===== src/rtl/bcd_disp_pkg.sv =====
// ---------------------------------------------------------------------------
// bcd_disp_pkg : shared constants and types for the BCD display scanner
// Revision     : 1.0
// ---------------------------------------------------------------------------
`default_nettype none

package bcd_disp_pkg;

  localparam logic [6:0] SEG_0   = 7'h3F;
  localparam logic [6:0] SEG_1   = 7'h06;
  localparam logic [6:0] SEG_2   = 7'h5B;
  localparam logic [6:0] SEG_3   = 7'h4F;
  localparam logic [6:0] SEG_4   = 7'h66;
  localparam logic [6:0] SEG_5   = 7'h6D;
  localparam logic [6:0] SEG_6   = 7'h7D;
  localparam logic [6:0] SEG_7   = 7'h07;
  localparam logic [6:0] SEG_8   = 7'h7F;
  localparam logic [6:0] SEG_9   = 7'h6F;
  localparam logic [6:0] SEG_E   = 7'h79;
  localparam logic [6:0] SEG_OFF = 7'h00;

  localparam logic [2:0] AN_OFF  = 3'b111;

  localparam logic [1:0] DIG_ONES = 2'd0;
  localparam logic [1:0] DIG_TENS = 2'd1;
  localparam logic [1:0] DIG_HUND = 2'd2;

  typedef enum logic [0:0] {
    ST_BLANK = 1'b0,
    ST_SHOW  = 1'b1
  } state_t;

  typedef struct packed {
    logic       cout;
    logic [7:0] f;
  } bcd_val_t;

  // Active-low one-hot digit enable for the selected slot.
  function automatic logic [2:0] an_sel(input logic [1:0] idx);
    case (idx)
      DIG_TENS: an_sel = 3'b101;
      DIG_HUND: an_sel = 3'b011;
      default:  an_sel = 3'b110;
    endcase
  endfunction

endpackage

`default_nettype wire


===== src/rtl/bcd_display_scan_if.sv =====
// ---------------------------------------------------------------------------
// bcd_display_scan_if : value capture inputs and display drive outputs
// Revision            : 1.0
// ---------------------------------------------------------------------------
`default_nettype none

interface bcd_display_scan_if;
  logic       load;
  logic       cout;
  logic [7:0] f;
  logic [6:0] seg;
  logic [2:0] an;
  logic       pending;

  modport master (output load, output cout, output f,
                  input  seg,  input  an,   input  pending);
  modport slave  (input  load, input  cout, input  f,
                  output seg,  output an,   output pending);
endinterface

`default_nettype wire


===== src/rtl/bcd_to_seg7.sv =====
// ---------------------------------------------------------------------------
// bcd_to_seg7 : 4-bit BCD to 7-segment decoder, "E" for values above 9
// Revision    : 1.0
// ---------------------------------------------------------------------------
`default_nettype none

module bcd_to_seg7
  import bcd_disp_pkg::*;
(
  input  logic [3:0] bcd_i,
  output logic [6:0] seg_o
);

  always_comb begin
    case (bcd_i)
      4'd0:    seg_o = SEG_0;
      4'd1:    seg_o = SEG_1;
      4'd2:    seg_o = SEG_2;
      4'd3:    seg_o = SEG_3;
      4'd4:    seg_o = SEG_4;
      4'd5:    seg_o = SEG_5;
      4'd6:    seg_o = SEG_6;
      4'd7:    seg_o = SEG_7;
      4'd8:    seg_o = SEG_8;
      4'd9:    seg_o = SEG_9;
      default: seg_o = SEG_E;
    endcase
  end

endmodule

`default_nettype wire


===== src/rtl/bcd_display_scan.sv =====
// ---------------------------------------------------------------------------
// bcd_display_scan : tear-free 3-digit multiplexed 7-segment scanner
// Optional macro   : LEADING_ZERO_BLANK_EN (blank leading zero digits)
// Revision         : 1.0
// ---------------------------------------------------------------------------
`default_nettype none

module bcd_display_scan
  import bcd_disp_pkg::*;
#(
  parameter int DIV       = 50000,
  parameter int BLANK_CYC = 4
) (
  input  logic               clk,
  input  logic               rst,
  bcd_display_scan_if.slave  bus
);

  localparam int MAXC  = (DIV > BLANK_CYC) ? DIV : BLANK_CYC;
  localparam int CNT_W = (MAXC > 1) ? $clog2(MAXC) : 1;
  localparam logic [CNT_W-1:0] SHOW_LAST  = CNT_W'(DIV - 1);
  localparam logic [CNT_W-1:0] BLANK_LAST = CNT_W'(BLANK_CYC - 1);

  state_t           state_q, state_d;
  logic [1:0]       idx_q, idx_d;
  logic [CNT_W-1:0] cnt_q, cnt_d;
  bcd_val_t         shadow_q, shadow_d;
  bcd_val_t         disp_q, disp_d;
  logic             pending_q, pending_d;
  logic [2:0]       an_q, an_d;
  logic [6:0]       seg_q, seg_d;
  logic [3:0]       digit_d;
  logic [6:0]       enc_d;

  always_comb begin
    state_d   = state_q;
    idx_d     = idx_q;
    cnt_d     = cnt_q + CNT_W'(1);
    disp_d    = disp_q;
    shadow_d  = shadow_q;
    pending_d = pending_q;

    case (state_q)
      ST_BLANK: begin
        if (cnt_q == BLANK_LAST) begin
          state_d = ST_SHOW;
          cnt_d   = '0;
          // Frame start: the only point a captured value may go live.
          if (idx_q == DIG_ONES && pending_q) begin
            disp_d    = shadow_q;
            pending_d = 1'b0;
          end
        end
      end
      ST_SHOW: begin
        if (cnt_q == SHOW_LAST) begin
          state_d = ST_BLANK;
          cnt_d   = '0;
          idx_d   = (idx_q == DIG_HUND) ? DIG_ONES : idx_q + 2'd1;
        end
      end
      default: begin
        state_d = ST_BLANK;
        cnt_d   = '0;
      end
    endcase

    // A load overrides the commit's pending clear, so it waits a full frame.
    if (bus.load) begin
      shadow_d  = '{cout: bus.cout, f: bus.f};
      pending_d = 1'b1;
    end
  end

  always_comb begin
    case (idx_d)
      DIG_TENS: digit_d = disp_d.f[7:4];
      DIG_HUND: digit_d = {3'b000, disp_d.cout};
      default:  digit_d = disp_d.f[3:0];
    endcase
  end

  bcd_to_seg7 u_dec (
    .bcd_i (digit_d),
    .seg_o (enc_d)
  );

  // Outputs are decoded from next state so they register on the same edge.
  always_comb begin
    seg_d = SEG_OFF;
    an_d  = AN_OFF;
    if (state_d == ST_SHOW) begin
      seg_d = enc_d;
      an_d  = an_sel(idx_d);
`ifdef LEADING_ZERO_BLANK_EN
      if ((idx_d == DIG_HUND && !disp_d.cout) ||
          (idx_d == DIG_TENS && !disp_d.cout && disp_d.f[7:4] == 4'd0)) begin
        seg_d = SEG_OFF;
        an_d  = AN_OFF;
      end
`endif
    end
  end

  always_ff @(posedge clk or posedge rst) begin
    if (rst) begin
      state_q   <= ST_BLANK;
      idx_q     <= DIG_ONES;
      cnt_q     <= '0;
      shadow_q  <= '0;
      disp_q    <= '0;
      pending_q <= 1'b0;
      an_q      <= AN_OFF;
      seg_q     <= SEG_OFF;
    end else begin
      state_q   <= state_d;
      idx_q     <= idx_d;
      cnt_q     <= cnt_d;
      shadow_q  <= shadow_d;
      disp_q    <= disp_d;
      pending_q <= pending_d;
      an_q      <= an_d;
      seg_q     <= seg_d;
    end
  end

  assign bus.seg     = seg_q;
  assign bus.an      = an_q;
  assign bus.pending = pending_q;

endmodule

`default_nettype wire


===== src/flat_wrapper.sv =====
// flat-port wrapper written by rule: the top's interface ports become plain ports
module bcd_display_scan_flat import bcd_disp_pkg::*;
#(
  parameter int DIV       = 50000,
  parameter int BLANK_CYC = 4
)
  (clk, rst, bus_load, bus_cout, bus_f, bus_seg, bus_an, bus_pending);
  bcd_display_scan_if bus_i ();
  input  logic clk;
  input  logic rst;
  input wire logic [$bits(bus_i.load)-1:0] bus_load;
  input wire logic [$bits(bus_i.cout)-1:0] bus_cout;
  input wire logic [$bits(bus_i.f)-1:0] bus_f;
  output wire logic [$bits(bus_i.seg)-1:0] bus_seg;
  output wire logic [$bits(bus_i.an)-1:0] bus_an;
  output wire logic [$bits(bus_i.pending)-1:0] bus_pending;
  assign bus_i.load = bus_load;
  assign bus_i.cout = bus_cout;
  assign bus_i.f = bus_f;
  assign bus_seg = bus_i.seg;
  assign bus_an = bus_i.an;
  assign bus_pending = bus_i.pending;
  bcd_display_scan #(.DIV(DIV), .BLANK_CYC(BLANK_CYC)) u_core (.clk(clk), .rst(rst), .bus(bus_i));
endmodule

===== config.mk =====
export PLATFORM = sky130hd
export DESIGN_NAME = bcd_display_scan_flat
export DESIGN_NICKNAME = d
export VERILOG_FILES = /design/src/rtl/bcd_disp_pkg.sv /design/src/rtl/bcd_display_scan_if.sv /design/src/rtl/bcd_to_seg7.sv /design/src/rtl/bcd_display_scan.sv /design/src/flat_wrapper.sv
export SDC_FILE = /design/constraint.sdc
export NUM_CORES = 1
export LEC_CHECK = 0
export ABC_AREA = 1
export BUFFER_PORTS_ARGS = -buffer_cell sky130_fd_sc_hd__buf_2
export CORE_ASPECT_RATIO = 0.6
export CORE_UTILIZATION = 55
export CTS_BUF_LIST = sky130_fd_sc_hd__clkbuf_4
export DETAILED_ROUTE_END_ITERATION = 7
export PLACE_DENSITY_LB_ADDON = 0.08
export SLEW_MARGIN = 30
export SYNTH_ARGS = -nofsm -noshare
export SYNTH_HDL_FRONTEND = slang
export SYNTH_SLANG_ARGS = --single-unit

===== constraint.sdc =====
create_clock -name clk -period 3.2 [get_ports clk]
set_input_delay 0.16 -clock clk [delete_from_list [all_inputs] [get_ports clk]]
set_output_delay 0.16 -clock clk [all_outputs]
set_load 0.1 [all_outputs]

* After elaboration in Yosys (flattened, before gate mapping) *
Memories as Yosys holds them, arrays and structs flattened.
Cells that the tools add are included.

storage, ports and cells
  register bits = 48
  bits in read-only memories = 112
  input port bits = 12
  output and inout bits = 11
  logic and storage cells = 45
  memories = 1

memory list
  name             words  width  rd ports  clocked after memory_dff  write ports  RTL line           RTL
  (no name shown)  16     7      1         0                         0            bcd_to_seg7.sv:15  case (bcd_i)

operators by class
  add/sub/neg operators = 2
  equality and inequality tests = 6
  multiplexer cells = 20
  bitwise operators = 1
  reductions and logical operators = 5

operators with widths
  operator                 count
  $mux W16                 2
  $pmux W16 S2             1
  $mux W9                  3
  $add A16 B1 Y16 const B  1
  $eq A16 B16 Y1 const B   1
  $eq A16 B2 Y1 const B    1
  $pmux W4 S2              1
  $mux W7                  1
  $mux W1                  6
  $mux W2                  3
  $pmux W3 S2              1
  $eq A2 B2 Y1 const B     2
  $reduce_bool A2 Y1       2
  $mux W3                  1
  $reduce_and A3 Y1        1
  $add A2 B1 Y2 const B    1
  $eq A2 B1 Y1 const B     1
  $logic_not A2 Y1         1
  $ne A2 B2 Y1 const B     1
  $pmux W1 S2              1
  $logic_and A1 B1 Y1      1
  $not A1 Y1               1

* Depth between registers and ports, before layout *
Gate-level depths: netlist (run 1).
An unclocked memory read counts as a cell.

  depth after elaboration = 8
  gate-level depth with buffers = 21
  gate-level depth less buffers = 21

* By module *
Synthesis (run 1) repeated with hierarchy kept, for this count alone.

unflattened totals
  cell total of the unflattened synthesis = 324
  area, all modules = 2575.0 um2

by module, submodules not included
  module            instances  cells an instance  area an instance (um2)  sequential area each (um2)
  bcd_display_scan  1          291                2386.0                  1204.9
  bcd_to_seg7       1          33                 188.9                   0.0

* Worst setup path before layout (run 1) *
No wires, ideal clock.

  kind = register to register
  from = register u_core.cnt_q[0]
  to = register u_core.seg_q[3] (netlist: u_core.bus.seg[3])
  setup time = 0.113 ns
  arrival time = 2.890 ns
  data required time = 3.087 ns
  slack = 0.197 ns
  stages on the path, launching flop included = 19
  buffers on the path = 0
  clock period less this slack = 3.003 ns
  path through = dfrtp_1 > ha_1 > nand2_1 > nor2_2 > inv_2 > nor4_1 > nand4_1 > o21ai_1 > inv_1 > ha_1 > nor2_1 > nand3b_1 > nand3_1 > inv_1 > ha_1 > nand2_1 > nand3_1 > nand2_1 > inv_1

on the way
  cells in the longest elaborated chain, start to end = 7
  elaborated cells on any way between the ends = 14
  those cells by class = eq/ne: 4; mux: 9; memory: 1

ends and longest elaborated chain
  item                                          RTL line                 RTL
  start: declaration                            bcd_display_scan.sv:26   logic [CNT_W-1:0] cnt_q, cnt_d;
  start signal: assignment                      bcd_display_scan.sv:118  cnt_q <= cnt_d;
  $eq A16 B16 Y1 (*)                            bcd_display_scan.sv:56   if (cnt_q == SHOW_LAST) begin
  $mux W2 (*)                                   bcd_display_scan.sv:56
  $mux W2 (*)                                   bcd_display_scan.sv:43   case (state_q)
  net u_core.idx_d[0]                           bcd_display_scan.sv:25   logic [1:0] idx_q, idx_d;
  $eq A2 B2 Y1 or $eq A2 B1 Y1 (tied branches)  bcd_display_scan.sv:76   case (idx_d)
  $pmux W4 S2 (*)                               bcd_display_scan.sv:76
  $mem_v2 Z16 W7 (*)                            -
  $mux W7 (*)                                   bcd_display_scan.sv:92   if (state_d == ST_SHOW) begin
  net u_core.seg_d[3]                           bcd_display_scan.sv:31   logic [6:0] seg_q, seg_d;
  end signal: assignment                        bcd_display_scan.sv:123  seg_q <= seg_d;
  end: declaration                              bcd_display_scan.sv:31

Mark *: on every way through the listed nets, which the timed path passes. The rest lies on a longest branch.
A chain may end at the register's enable or synchronous reset.

* Worst setup path after layout (run 1) *
  from = register u_core.cnt_q[12]
  to = register u_core.seg_q[3] (netlist: u_core.bus.seg[3])

The elaborated chain is that of the path after synthesis.

==> impl_metrics.xml, run 1 <==
<?xml version="1.0" encoding="UTF-8"?>
<metrics>
  <group name="outcome">
    <metric name="outcome" unit="">finished clean</metric>
  </group>
  <group name="synth">
    <metric name="dominant_combinational_cell_family_by_area_after_synthesis" unit="">simple AND/OR/NAND/NOR gates</metric>
    <metric name="synth_cell_types" unit="">34</metric>
    <metric name="yosys_warnings" unit="">0</metric>
    <metric name="synth-xor-area-share" unit="%">1.06</metric>
    <metric name="synth_area_leader_cell" unit="">sky130_fd_sc_hd__dfrtp_1</metric>
    <metric name="syn_area_per_cell" unit="sq um">8.31</metric>
    <metric name="ys_seq_elements" unit="">48</metric>
    <metric name="muxShareOfSynthArea" unit="%">0</metric>
    <metric name="yosysTopAreaCellShare" unit="%">45.5</metric>
    <metric name="synth_top_cells_by_area" unit="">sky130_fd_sc_hd__dfrtp_1 45%, sky130_fd_sc_hd__nand2_1 9.2%, sky130_fd_sc_hd__inv_1 7.1%</metric>
    <metric name="ys_seq_area_share" unit="%">48.7</metric>
    <metric name="yosys.area_share.adder" unit="%">4.04</metric>
    <metric name="syn-instance-count" unit="">298</metric>
    <metric name="syn-num-nets" unit="">318</metric>
    <metric name="syn-cell-area" unit="sq um">2480</metric>
    <metric name="synth_compound_gate_area_share" unit="%">6.67</metric>
    <metric name="synth_simple_gate_area_share" unit="%">30.8</metric>
  </group>
  <group name="sta">
    <metric name="relative_slew_slack" unit="%">53.8</metric>
    <metric name="period_minus_slack" unit="ns">2.96</metric>
    <metric name="final.setup_skew" unit="ns">0.0135</metric>
    <metric name="achievable-frequency" unit="MHz">338</metric>
    <metric name="final_max_slew_viol_count" unit="">0</metric>
    <metric name="hold_vio_cnt_final" unit="">0</metric>
    <metric name="layout_worst_path_cycle_share" unit="%">92.6</metric>
    <metric name="worst_slew_pin_slew" unit="ns">0.689</metric>
    <metric name="finalSetupViolCount" unit="">0</metric>
    <metric name="timing.hold.ws" unit="ns">0.0156</metric>
  </group>
  <group name="drt">
    <metric name="wirelength" unit="microns">4850</metric>
    <metric name="antenna_violating_nets_post_route" unit="">0</metric>
    <metric name="drt_first_pass_iters" unit="">4</metric>
    <metric name="drt_first_iter_violations" unit="">90</metric>
    <metric name="wl_per_cell" unit="microns">12.1</metric>
    <metric name="detailroute.via_count" unit="">1961</metric>
    <metric name="vias_per_cell" unit="">4.89</metric>
    <metric name="drcViolationCount" unit="">0</metric>
  </group>
  <group name="finish">
    <metric name="nFillCells" unit="">355</metric>
    <metric name="final_layout_size_suffix_gt1_share" unit="%">22.9</metric>
    <metric name="flow.area_growth_from_synthesis" unit="%">16.7</metric>
    <metric name="stdcell_area" unit="sq um">2890</metric>
    <metric name="ff_latch_area" unit="sq um">1200</metric>
    <metric name="nNetsFinal" unit="">360</metric>
    <metric name="most_common_cell_after_layout_fill_and_taps_aside" unit="">sky130_fd_sc_hd__nand2_1</metric>
    <metric name="final_cell_mix" unit="">61 x sky130_fd_sc_hd__nand2_1, 45 x sky130_fd_sc_hd__dfrtp_1, 43 x sky130_fd_sc_hd__inv_1</metric>
    <metric name="antennaDiodeCount" unit="">0</metric>
    <metric name="multiInputGateArea" unit="sq um">1100</metric>
  </group>
  <group name="global_routing">
    <metric name="number_of_antenna_violations_at_the_first_check_in_global_routing" unit="">0</metric>
    <metric name="grt_pass1_wl" unit="microns">7990</metric>
    <metric name="grt_remaining_overflow" unit="">0</metric>
    <metric name="grt_max_degree" unit="">49</metric>
    <metric name="groute.usage.overall" unit="%">23.1</metric>
    <metric name="grt_pass1_vias" unit="">1677</metric>
  </group>
  <group name="clock_network">
    <metric name="tritoncts_num_sinks" unit="">48</metric>
    <metric name="clk_root_buffer_cell" unit="">sky130_fd_sc_hd__clkbuf_4</metric>
    <metric name="tritoncts" unit="">yes</metric>
    <metric name="clockBufferDepth" unit="">2</metric>
    <metric name="htreeDepth" unit="">2</metric>
    <metric name="cts_inserted_buffers" unit="">5</metric>
    <metric name="path_clk_slew" unit="ns">0.14</metric>
    <metric name="worst_skew_pair.late_latency" unit="ns">0.35</metric>
  </group>
  <group name="worst_setup_path">
    <metric name="crit_path_max_fanout" unit="">6</metric>
    <metric name="rr_endpoint" unit="">u_core.bus.seg[3]$_DFF_PP0_</metric>
    <metric name="timing.reg2reg.worst_path_depth" unit="">16</metric>
    <metric name="arrival" unit="ns">3.22</metric>
    <metric name="worst_r2r_setup_slack" unit="ns">0.24</metric>
    <metric name="cp.required" unit="ns">3.46</metric>
    <metric name="critPathLaunchType" unit="">flip-flop</metric>
    <metric name="r2r-start" unit="">u_core.cnt_q[12]$_DFF_PP0_</metric>
    <metric name="crit_type" unit="">flip-flop to flip-flop</metric>
    <metric name="crit_path_capture_type" unit="">flip-flop</metric>
  </group>
  <group name="power">
    <metric name="vdd_ir_drop_max" unit="V">0.000301</metric>
    <metric name="power.static_leakage" unit="nW">1.49</metric>
    <metric name="power-per-cell-area" unit="nW/um^2">395</metric>
  </group>
  <group name="min_path">
    <metric name="worst_hold_path_type" unit="">primary input to flip-flop</metric>
    <metric name="min_path_cells" unit="">3</metric>
    <metric name="worst_hold_path_startpoint" unit="">bus_f[3]</metric>
    <metric name="worst_hold_path.endpoint" unit="">u_core.shadow_q[3]$_DFFE_PP0P_</metric>
  </group>
  <group name="floorplanning">
    <metric name="floorplan.die.width" unit="microns">88.6</metric>
    <metric name="ios" unit="">23</metric>
    <metric name="initial_core_util" unit="%">58.8</metric>
    <metric name="die-height" unit="microns">54.0</metric>
    <metric name="rows" unit="">18</metric>
    <metric name="die_area" unit="sq um">4780</metric>
    <metric name="core_area" unit="sq um">4210</metric>
  </group>
  <group name="place">
    <metric name="place.gp.congestion" unit="">0.863</metric>
    <metric name="place_area" unit="sq um">2690</metric>
    <metric name="detailedPlacementHpwl" unit="microns">3490</metric>
    <metric name="portBuffers" unit="">22</metric>
  </group>
  <group name="flow_run">
    <metric name="maxCapViolCount" unit="">0</metric>
  </group>
</metrics>
## cell usage after synthesis (all sizes together)
master	count
nand3	22
o211ai	1
xor2	2
xnor2	1
o21bai	3
and2	5
o21a	3
a211oi	1
dfstp	3
o21ai	16
nor3	6
clkbuf	1
a31oi	1
nand4	4
nand3b	2
nor2	40
inv	57
a21oi	3
ha	8
nor4	5
nor3b	3
nand2	66
dfrtp	45
## critical path, stage by stage, from the launching register on
cell and delay, ns:
sky130_fd_sc_hd__dfrtp_1 0.44, sky130_fd_sc_hd__nor2_1 0.18, sky130_fd_sc_hd__inv_1 0.12, sky130_fd_sc_hd__nor4_1 0.23, sky130_fd_sc_hd__nand4_1 0.32, sky130_fd_sc_hd__o21ai_2 0.29, sky130_fd_sc_hd__inv_2 0.07, sky130_fd_sc_hd__ha_4 0.29
sky130_fd_sc_hd__buf_6 0.12, sky130_fd_sc_hd__nand3_2 0.09, sky130_fd_sc_hd__nand3_2 0.13, sky130_fd_sc_hd__inv_2 0.06, sky130_fd_sc_hd__ha_1 0.28, sky130_fd_sc_hd__nand2_1 0.09, sky130_fd_sc_hd__nand3_1 0.07, sky130_fd_sc_hd__nand2_1 0.06
sky130_fd_sc_hd__inv_1 0.03
## through the flow
stage | worst slack (ns) | utilization [%] | TNS (ns) | instances | power [mW]
finish | 0.238 | 68.6 | 0 | 401 | 1.14
global route | -0.0329 | 68.6 | -0.0886 | 401 | 1.20
CTS | 0.00959 | 67.1 | 0 | 399 | 1.14
detailed placement | -0.000782 | 63.9 | -0.000782 | 383 | 0.868
global placement | 0.200 | 63.8 | 0 | 383 | 0.865
floorplan | 0.197 | - | 0 | 298 | 0.828
## kinds of logic after synthesis
logic type / Yosys count
xor gates and xnor gates: 3
and+or+nand+nor: 153
buffers and inverters: 58
adders and majority gates: 8
DFF: 48
AOI/OAI and AO/OA: 28
## report_power, final
group	total, mW	leakage (nW)	switching, mW	internal, mW
Combinational	0.219	0.882	0.166	0.0528
Sequential	0.647	0.574	0.00915	0.638
Clock	0.274	0.0307	0.183	0.0904
Total	1.14	1.49	0.359	0.782
## what timing repair did
item                                    in CTS  in global routing
cloned                                       0                  0
resized for setup                            1                 13
setup buffers                                0                  2
pin swaps                                    0                  8
hold endpoints to repair                    52                  0
hold buffers                                 8                  0
endpoints found under the setup margin       1                  7
## state kept, by name, summed over array words and instances (netlist names)
name and count:
u_core.bus.an 3, u_core.bus.pending 1, u_core.bus.seg 7, u_core.cnt_q 16, u_core.disp_q 9, u_core.idx_q 2, u_core.shadow_q 9, u_core.state_q 1
## routing by layer
layer  vias to the layer above  routed length, microns  track usage, %  share of wire [%]
met2                        45                    1810            29.4                 37
met5                         -                       0               0                  0
met1                       896                    2790            37.7                 58
li1                       1018                       -               -                  -
met4                         0                      28            6.45               0.58
met3                         2                     213            5.06                4.4
## how the worst max path moves through the flow
stage,startpoint,endpoint,depth (start not counted)
2_1_floorplan,u_core.cnt_q[0]$_DFF_PP0_,u_core.bus.seg[3]$_DFF_PP0_,18
3_3_place_gp,u_core.cnt_q[0]$_DFF_PP0_,u_core.bus.seg[3]$_DFF_PP0_,18
3_5_place_dp,u_core.cnt_q[0]$_DFF_PP0_,u_core.bus.seg[3]$_DFF_PP0_,18
4_1_cts,u_core.cnt_q[0]$_DFF_PP0_,u_core.bus.seg[3]$_DFF_PP0_,18
5_1_grt,u_core.cnt_q[0]$_DFF_PP0_,u_core.bus.seg[0]$_DFF_PP0_,18
6_report,u_core.cnt_q[12]$_DFF_PP0_,u_core.bus.seg[3]$_DFF_PP0_,16
## final cells by class
| class | count | area share [%] |
|---|---|---|
| clock inverter | 2 | 0.260 |
| multi-input combinational | 192 | 38.1 |
| inverter | 57 | 7.49 |
| timing repair buffer | 36 | 8.27 |
| clock buffer | 6 | 1.56 |
| sequential | 48 | 41.7 |
| tap | 60 | 2.60 |
Power figures use the tool's default switching activity.
==> run 2: changes to the inputs <==
--- a/config.mk
+++ b/config.mk
@@ -7,3 +7,2 @@
 export LEC_CHECK = 0
-export ABC_AREA = 1
 export BUFFER_PORTS_ARGS = -buffer_cell sky130_fd_sc_hd__buf_2
==> constraint.sdc (replaced) <==
create_clock -name clk -period 3.2 [get_ports clk]
set_input_delay 0.96 -clock clk [delete_from_list [all_inputs] [get_ports clk]]
set_output_delay 0.96 -clock clk [all_outputs]
set_load 0.1 [all_outputs]
==> run 2 against run 1 <==
Via count down 22%; total power down 0.79%; worst setup slack worse by 0.12 ns; highest routed layer unchanged.
==> impl_metrics.xml, run 2 <==
<?xml version="1.0" encoding="UTF-8"?>
<metrics>
  <group name="place">
    <metric name="detailedPlacementHpwl" unit="microns">2980</metric>
    <metric name="place.gp.congestion" unit="">0.858</metric>
    <metric name="place_area" unit="sq um">2510</metric>
    <metric name="dp.cells" unit="">269</metric>
    <metric name="portBuffers" unit="">22</metric>
  </group>
  <group name="drt">
    <metric name="wl_per_cell" unit="microns">15.3</metric>
    <metric name="detailroute.via_count" unit="">1526</metric>
    <metric name="wirelength" unit="microns">4340</metric>
    <metric name="drt_first_pass_iters" unit="">5</metric>
    <metric name="drt_first_iter_violations" unit="">96</metric>
    <metric name="drcViolationCount" unit="">0</metric>
    <metric name="vias_per_cell" unit="">5.37</metric>
    <metric name="antenna_violating_nets_post_route" unit="">0</metric>
  </group>
  <group name="synth">
    <metric name="yosys_warnings" unit="">0</metric>
    <metric name="synthMostInstantiatedCell" unit="">sky130_fd_sc_hd__dfrtp_1</metric>
    <metric name="synth_ff_type" unit="">sky130_fd_sc_hd__dfrtp_1</metric>
    <metric name="syn-cell-area" unit="sq um">2270</metric>
    <metric name="synth_enable_flop_cells" unit="">0</metric>
    <metric name="share_of_flip_flops_with_an_asynchronous_set_or_reset" unit="%">100</metric>
    <metric name="synth_top_cells_by_area" unit="">sky130_fd_sc_hd__dfrtp_1 50%, sky130_fd_sc_hd__mux2_2 7.4%, sky130_fd_sc_hd__ha_1 4.4%</metric>
    <metric name="ys_seq_area_share" unit="%">53.0</metric>
    <metric name="syn-num-nets" unit="">215</metric>
    <metric name="synth.top_cells.by_count" unit="">45 x sky130_fd_sc_hd__dfrtp_1, 18 x sky130_fd_sc_hd__nor2_1, 17 x sky130_fd_sc_hd__inv_1</metric>
    <metric name="syn-instance-count" unit="">195</metric>
    <metric name="synth_area_leader_cell" unit="">sky130_fd_sc_hd__dfrtp_1</metric>
    <metric name="synth_cell_types" unit="">37</metric>
    <metric name="yosysTopAreaCellShare" unit="%">49.5</metric>
    <metric name="ys_seq_elements" unit="">48</metric>
    <metric name="syn_area_per_cell" unit="sq um">11.7</metric>
  </group>
  <group name="min_path">
    <metric name="worst_hold_path_type" unit="">flip-flop to flip-flop</metric>
  </group>
  <group name="finish">
    <metric name="flow.area_growth_from_synthesis" unit="%">16.7</metric>
    <metric name="stdcell_area" unit="sq um">2650</metric>
    <metric name="most_common_cell_after_layout_fill_and_taps_aside" unit="">sky130_fd_sc_hd__dfrtp_1</metric>
    <metric name="largest_register_ff_count" unit="">16</metric>
    <metric name="final_layout_size_suffix_gt1_share" unit="%">35.4</metric>
    <metric name="nNetsFinal" unit="">256</metric>
    <metric name="antennaDiodeCount" unit="">0</metric>
    <metric name="nFillCells" unit="">276</metric>
    <metric name="final_cell_mix" unit="">44 x sky130_fd_sc_hd__dfrtp_1, 22 x sky130_fd_sc_hd__buf_2, 18 x sky130_fd_sc_hd__nor2_1</metric>
    <metric name="biggestRegsByFlops" unit="">u_core.cnt_q: 16 flops, u_core.disp_q: 9 flops, u_core.shadow_q: 9 flops</metric>
    <metric name="largest-register" unit="">u_core.cnt_q</metric>
    <metric name="final-instance-count-excl-fill" unit="">284</metric>
  </group>
  <group name="outcome">
    <metric name="outcome" unit="">finished clean</metric>
  </group>
  <group name="global_routing">
    <metric name="number_of_antenna_violations_at_the_first_check_in_global_routing" unit="">0</metric>
    <metric name="groute.usage.overall" unit="%">22.8</metric>
    <metric name="grt_max_degree" unit="">49</metric>
    <metric name="grt_remaining_overflow" unit="">0</metric>
    <metric name="grt_pass1_wl" unit="microns">7270</metric>
    <metric name="grt_pass1_vias" unit="">1465</metric>
  </group>
  <group name="clock_network">
    <metric name="tritoncts" unit="">yes</metric>
    <metric name="clockBufferDepth" unit="">2</metric>
    <metric name="cts_stage_hold_buffer_count" unit="">0</metric>
    <metric name="cts_inserted_buffers" unit="">5</metric>
    <metric name="path_clk_slew" unit="ns">0.13</metric>
    <metric name="worst_skew_pair.late_latency" unit="ns">0.36</metric>
    <metric name="htreeDepth" unit="">2</metric>
    <metric name="clk_root_buffer_cell" unit="">sky130_fd_sc_hd__clkbuf_4</metric>
    <metric name="tritoncts_num_sinks" unit="">48</metric>
  </group>
  <group name="sta">
    <metric name="rsz0062_at_grt" unit="">yes</metric>
    <metric name="period_minus_slack" unit="ns">3.08</metric>
    <metric name="layout_worst_path_cycle_share" unit="%">96.3</metric>
    <metric name="finalSetupViolCount" unit="">0</metric>
    <metric name="final_max_slew_viol_count" unit="">0</metric>
    <metric name="worst_slew_pin_slew" unit="ns">0.799</metric>
    <metric name="achievable-frequency" unit="MHz">324</metric>
    <metric name="final.setup_skew" unit="ns">0.00649</metric>
    <metric name="hold_vio_cnt_final" unit="">0</metric>
    <metric name="summed_negative_setup_slack_over_all_endpoints" unit="ns">0</metric>
    <metric name="relative_slew_slack" unit="%">46.7</metric>
  </group>
  <group name="power">
    <metric name="power.static_leakage" unit="nW">1.20</metric>
    <metric name="power.total" unit="mW">1.13</metric>
    <metric name="vdd_ir_drop_max" unit="V">0.000296</metric>
    <metric name="power-per-cell-area" unit="nW/um^2">426</metric>
  </group>
  <group name="floorplanning">
    <metric name="die-height" unit="microns">51.8</metric>
    <metric name="floorplan.die.width" unit="microns">85</metric>
    <metric name="die_area" unit="sq um">4400</metric>
    <metric name="ios" unit="">23</metric>
    <metric name="rows" unit="">17</metric>
    <metric name="core_area" unit="sq um">3810</metric>
    <metric name="initial_core_util" unit="%">59.7</metric>
  </group>
  <group name="worst_setup_path">
    <metric name="crit_type" unit="">flip-flop to flip-flop</metric>
    <metric name="crit_path_max_fanout" unit="">5</metric>
    <metric name="arrival" unit="ns">3.35</metric>
    <metric name="cp.required" unit="ns">3.47</metric>
    <metric name="critPathLaunchType" unit="">flip-flop</metric>
    <metric name="crit_path_capture_type" unit="">flip-flop</metric>
  </group>
  <group name="flow_run">
    <metric name="maxCapViolCount" unit="">0</metric>
  </group>
</metrics>
-- run 2: path summary, 6_finish.rpt --
| check | from | endpoint | cells past startpoint | slack, ns |
|---|---|---|---|---|
| max in group asynchronous | rst | u_core.cnt_q[12]$_DFF_PP0_ | 2 | 1.98 |
| min reg2reg | u_core.shadow_q[0]$_DFFE_PP0P_ | u_core.disp_q[0]$_DFF_PP0_ | 2 | 0.50 |
| max | u_core.cnt_q[4]$_DFF_PP0_ | u_core.bus.seg[1]$_DFF_PP0_ | 12 | 0.12 |
| min in group asynchronous | rst | u_core.shadow_q[7]$_DFFE_PP0P_ | 2 | 0.70 |
| min | u_core.shadow_q[0]$_DFFE_PP0P_ | u_core.disp_q[0]$_DFF_PP0_ | 2 | 0.50 |
| max reg2reg | u_core.cnt_q[4]$_DFF_PP0_ | u_core.bus.seg[1]$_DFF_PP0_ | 12 | 0.12 |
-- run 2: logic make-up (layout without fill, tap and decap cells) --
group | after synthesis | in the layout | synth area share (%)
compound gates | 20 | 20 | 7.38
xor+xnor | 14 | 14 | 5.39
fa+ha+maj | 8 | 8 | 4.40
buf+inv | 21 | 63 | 3.96
flops | 48 | 48 | 53.0
mux | 23 | 23 | 11.0
simple gates | 61 | 61 | 14.9
-- run 2: metrics by stage --
stage	hold WS [ns]	worst slack, ns	utilization, %
CTS	0.490	0.0287	68.3
detailed placement	0.460	-0.123	65.9
global placement	0.447	0.0568	65.9
floorplan	0.433	0.0405	-
finish	0.498	0.118	69.7
global route	0.516	-0.0206	69.7
-- run 2: per-layer routing --
metal  wire [microns]  global-route usage [%]
met4               53                    9.32
met1             2330                    34.3
met3              250                    5.24
met5                0                       0
met2             1710                    31.6
-- run 2: cell type report --
cell class	count	area [sq um]	share of cell area, %
flip-flops and latches	48	1210	45.5
clock inverters	3	13.8	0.519
well taps	47	58.8	2.22
clock buffers	5	37.5	1.41
inverters	17	65.1	2.45
repair buffers	38	230	8.68
multi-input cells	126	1040	39.3
-- run 2: power breakdown --
| part | total, mW | internal, mW | leakage [nW] | switching (mW) |
|---|---|---|---|---|
| registers | 0.652 | 0.640 | 0.564 | 0.0125 |
| clock network | 0.268 | 0.0810 | 0.0324 | 0.187 |
| logic | 0.211 | 0.0597 | 0.608 | 0.151 |
-- run 2: critical path: stages, from the launching register on --
cell                        delay [ns]
sky130_fd_sc_hd__dfrtp_1          0.43
sky130_fd_sc_hd__nor4_4           0.31
sky130_fd_sc_hd__nand2_1          0.13
sky130_fd_sc_hd__nor4_4           0.33
sky130_fd_sc_hd__mux2i_1          0.26
sky130_fd_sc_hd__buf_4            0.14
sky130_fd_sc_hd__ha_2             0.30
sky130_fd_sc_hd__nand2b_2         0.23
sky130_fd_sc_hd__o2bb2ai_4        0.18
sky130_fd_sc_hd__inv_1            0.11
sky130_fd_sc_hd__ha_1             0.31
sky130_fd_sc_hd__a21oi_1          0.07
sky130_fd_sc_hd__o21a_1           0.18
-- run 2: what timing repair did --
item | 4_1_cts | 5_1_grt
endpoints found under the setup margin | 5 | 7
setup buffers | 3 | 4
pin swaps | 1 | 4
gates resized for setup | 3 | 6
==> run 3: changes to the inputs <==
BUFFER_PORTS_ARGS = unset   (was -buffer_cell sky130_fd_sc_hd__buf_2)
CORE_UTILIZATION = 59   (was 55)
CTS_BUF_LIST = sky130_fd_sc_hd__clkbuf_2   (was sky130_fd_sc_hd__clkbuf_4)
DONT_BUFFER_PORTS = 1   (was unset)
==> run 3 against run 2 <==
Sequential share of layout area increased by 0.81 points; via count decreased by 4.2%; die area decreased by 6.6%; critical endpoint is now u_core.bus.seg[3]$_DFF_PP0_.
==> impl_metrics.xml, run 3 (synthesis results as in run 2) <==
<?xml version="1.0" encoding="UTF-8"?>
<metrics>
  <group name="clock_network">
    <metric name="htreeDepth" unit="">2</metric>
    <metric name="clockBufferDepth" unit="">2</metric>
    <metric name="worst_skew_pair.late_latency" unit="ns">0.38</metric>
    <metric name="cts_inserted_buffers" unit="">5</metric>
    <metric name="tritoncts_num_sinks" unit="">48</metric>
    <metric name="clk_root_buffer_cell" unit="">sky130_fd_sc_hd__clkbuf_2</metric>
    <metric name="path_clk_slew" unit="ns">0.22</metric>
    <metric name="tritoncts" unit="">yes</metric>
  </group>
  <group name="global_routing">
    <metric name="number_of_antenna_violations_at_the_first_check_in_global_routing" unit="">0</metric>
    <metric name="grt_remaining_overflow" unit="">0</metric>
    <metric name="grt_pass1_wl" unit="microns">6950</metric>
    <metric name="groute.usage.overall" unit="%">23.8</metric>
    <metric name="grt_max_degree" unit="">49</metric>
    <metric name="grt_pass1_vias" unit="">1379</metric>
  </group>
  <group name="floorplanning">
    <metric name="ios" unit="">23</metric>
    <metric name="die-height" unit="microns">50.1</metric>
    <metric name="initial_core_util" unit="%">61.8</metric>
    <metric name="floorplan.die.width" unit="microns">82.1</metric>
    <metric name="die_area" unit="sq um">4110</metric>
    <metric name="rows" unit="">17</metric>
    <metric name="core_area" unit="sq um">3680</metric>
  </group>
  <group name="drt">
    <metric name="drt_first_iter_violations" unit="">88</metric>
    <metric name="drt_first_pass_iters" unit="">4</metric>
    <metric name="wirelength" unit="microns">4400</metric>
    <metric name="detailroute.via_count" unit="">1462</metric>
    <metric name="drcViolationCount" unit="">0</metric>
    <metric name="antenna_violating_nets_post_route" unit="">0</metric>
    <metric name="vias_per_cell" unit="">5.56</metric>
    <metric name="wl_per_cell" unit="microns">16.7</metric>
  </group>
  <group name="sta">
    <metric name="final_max_slew_viol_count" unit="">0</metric>
    <metric name="final.setup_skew" unit="ns">0.00863</metric>
    <metric name="relative_slew_slack" unit="%">41.0</metric>
    <metric name="finalSetupViolCount" unit="">0</metric>
    <metric name="achievable-frequency" unit="MHz">324</metric>
    <metric name="worst_slew_pin_slew" unit="ns">0.886</metric>
    <metric name="hold_vio_cnt_final" unit="">0</metric>
    <metric name="period_minus_slack" unit="ns">3.09</metric>
    <metric name="layout_worst_path_cycle_share" unit="%">96.4</metric>
  </group>
  <group name="worst_setup_path">
    <metric name="crit_type" unit="">flip-flop to flip-flop</metric>
    <metric name="worstPathCellList" unit="">ha_2 -&gt; and3_4 -&gt; nand2_4 -&gt; nor4_4 -&gt; mux2_4 -&gt; ha_4 -&gt; nand2_1 -&gt; mux2i_2 -&gt; o41ai_4 -&gt; buf_4 -&gt; ha_4 -&gt; mux2i_1 -&gt; a21oi_1</metric>
    <metric name="worstSetupStartpoint" unit="">u_core.cnt_q[0]$_DFF_PP0_</metric>
    <metric name="cp.buffers_inverters" unit="">1</metric>
    <metric name="critical_path.top_delay_family" unit="">simple AND/OR/NAND/NOR gates</metric>
    <metric name="r2r-start" unit="">u_core.cnt_q[0]$_DFF_PP0_</metric>
    <metric name="arrival" unit="ns">3.39</metric>
    <metric name="critPathLaunchType" unit="">flip-flop</metric>
    <metric name="crit_top_cell" unit="">sky130_fd_sc_hd__ha_4</metric>
    <metric name="crit_path_max_fanout" unit="">4</metric>
    <metric name="slowest_stage" unit="">sky130_fd_sc_hd__dfrtp_1</metric>
    <metric name="crit_path_capture_type" unit="">flip-flop</metric>
    <metric name="cp.required" unit="ns">3.50</metric>
    <metric name="cp_slowest_stage_delay" unit="ns">0.43</metric>
  </group>
  <group name="power">
    <metric name="power.static_leakage" unit="nW">1.16</metric>
    <metric name="vdd_ir_drop_max" unit="V">0.000350</metric>
    <metric name="power-per-cell-area" unit="nW/um^2">447</metric>
  </group>
  <group name="finish">
    <metric name="biggestRegsByFlops" unit="">u_core.cnt_q: 16 flops, u_core.disp_q: 9 flops, u_core.shadow_q: 9 flops</metric>
    <metric name="final_layout_size_suffix_gt1_share" unit="%">33.3</metric>
    <metric name="final-instance-count-excl-fill" unit="">263</metric>
    <metric name="final_cell_mix" unit="">44 x sky130_fd_sc_hd__dfrtp_1, 17 x sky130_fd_sc_hd__nor2_1, 17 x sky130_fd_sc_hd__buf_4</metric>
    <metric name="nNetsFinal" unit="">235</metric>
    <metric name="postLayoutCoreUtil" unit="%">70.9</metric>
    <metric name="antennaDiodeCount" unit="">0</metric>
    <metric name="largest-register" unit="">u_core.cnt_q</metric>
    <metric name="flow.area_growth_from_synthesis" unit="%">14.7</metric>
    <metric name="most_common_cell_after_layout_fill_and_taps_aside" unit="">sky130_fd_sc_hd__dfrtp_1</metric>
    <metric name="nFillCells" unit="">272</metric>
    <metric name="largest_register_ff_count" unit="">16</metric>
  </group>
  <group name="place">
    <metric name="portBuffers" unit="">0</metric>
    <metric name="detailedPlacementHpwl" unit="microns">3170</metric>
    <metric name="place.gp.congestion" unit="">0.881</metric>
    <metric name="dp.cells" unit="">251</metric>
  </group>
  <group name="min_path">
    <metric name="worst_hold_path_startpoint" unit="">u_core.cnt_q[0]$_DFF_PP0_</metric>
    <metric name="worst_hold_path_type" unit="">flip-flop to flip-flop</metric>
  </group>
  <group name="flow_run">
    <metric name="maxCapViolCount" unit="">0</metric>
  </group>
  <group name="outcome">
    <metric name="outcome" unit="">finished clean</metric>
  </group>
</metrics>
==> run 3: cell types whose count changed in the layout (fill, tap and decap cells not counted), moves of 2 or more <==
cell and change:
sky130_fd_sc_hd__ha_4 +3, sky130_fd_sc_hd__clkbuf_4 -5, sky130_fd_sc_hd__a21oi_2 +2, sky130_fd_sc_hd__ha_1 -2, sky130_fd_sc_hd__a21oi_1 -2, sky130_fd_sc_hd__clkbuf_2 +6, sky130_fd_sc_hd__buf_2 -22
==> run 3: layout make-up <==
| type | instances | area (sq um) | share of cell area, % |
|---|---|---|---|
| Clock inverter | 2 | 35.0 | 1.34 |
| Tap cell | 47 | 58.8 | 2.26 |
| Sequential cell | 48 | 1210 | 46.3 |
| Clock buffer | 6 | 30.0 | 1.15 |
| Multi-Input combinational cell | 126 | 1080 | 41.6 |
| Timing Repair Buffer | 17 | 128 | 4.89 |
| Inverter | 17 | 65.1 | 2.50 |
==> run 3: per-stage QoR <==
step | setup TNS (ns) | power (mW) | hold slack, ns | cell area, sq um | setup WS (ns)
3_5_place_dp | -0.109 | 0.853 | 0.468 | 2430 | -0.0781
6_report | 0 | 1.17 | 0.494 | 2610 | 0.114
5_1_grt | -0.0171 | 1.22 | 0.517 | 2610 | -0.0171
2_1_floorplan | 0 | 0.825 | 0.433 | 2300 | 0.0405
4_1_cts | 0 | 1.16 | 0.496 | 2540 | 0.0101
3_3_place_gp | 0 | 0.847 | 0.446 | 2430 | 0.0726
==> run 3: report_power, final <==
group	internal, mW	switching, mW	total (mW)
Clock	0.135	0.179	0.314
Combinational	0.0505	0.0576	0.108
Sequential	0.639	0.104	0.743
Total	0.824	0.341	1.17
==> run 3: worst paths after layout <==
path	end	slack (ns)	depth (start not counted)
min in group asynchronous	u_core.disp_q[7]$_DFF_PP0_	0.54	1
setup reg to reg	u_core.bus.seg[3]$_DFF_PP0_	0.11	13
max in group asynchronous	u_core.cnt_q[5]$_DFF_PP0_	2.17	1
setup / recovery	u_core.bus.seg[3]$_DFF_PP0_	0.11	13
hold / removal	u_core.cnt_q[0]$_DFF_PP0_	0.49	1
hold reg to reg	u_core.cnt_q[0]$_DFF_PP0_	0.49	1
==> run 3: what timing repair did <==
| action | 4_1_cts | 5_1_grt |
|---|---|---|
| pin swaps | 3 | 6 |
| resized for setup | 4 | 14 |
| setup endpoints to repair | 6 | 7 |
| buffers inserted | 5 | 0 |
| endpoints found under the hold margin | 0 | 0 |
| hold buffers | 0 | 0 |
==> run 3: layer usage <==
metal	track usage [%]	share of wire (%)	vias to the layer above
li1	-	-	699
met1	36.9	50	727
met2	32.4	44	34
met3	6.67	5.4	2
met4	5.56	0.32	0
met5	0	0	-
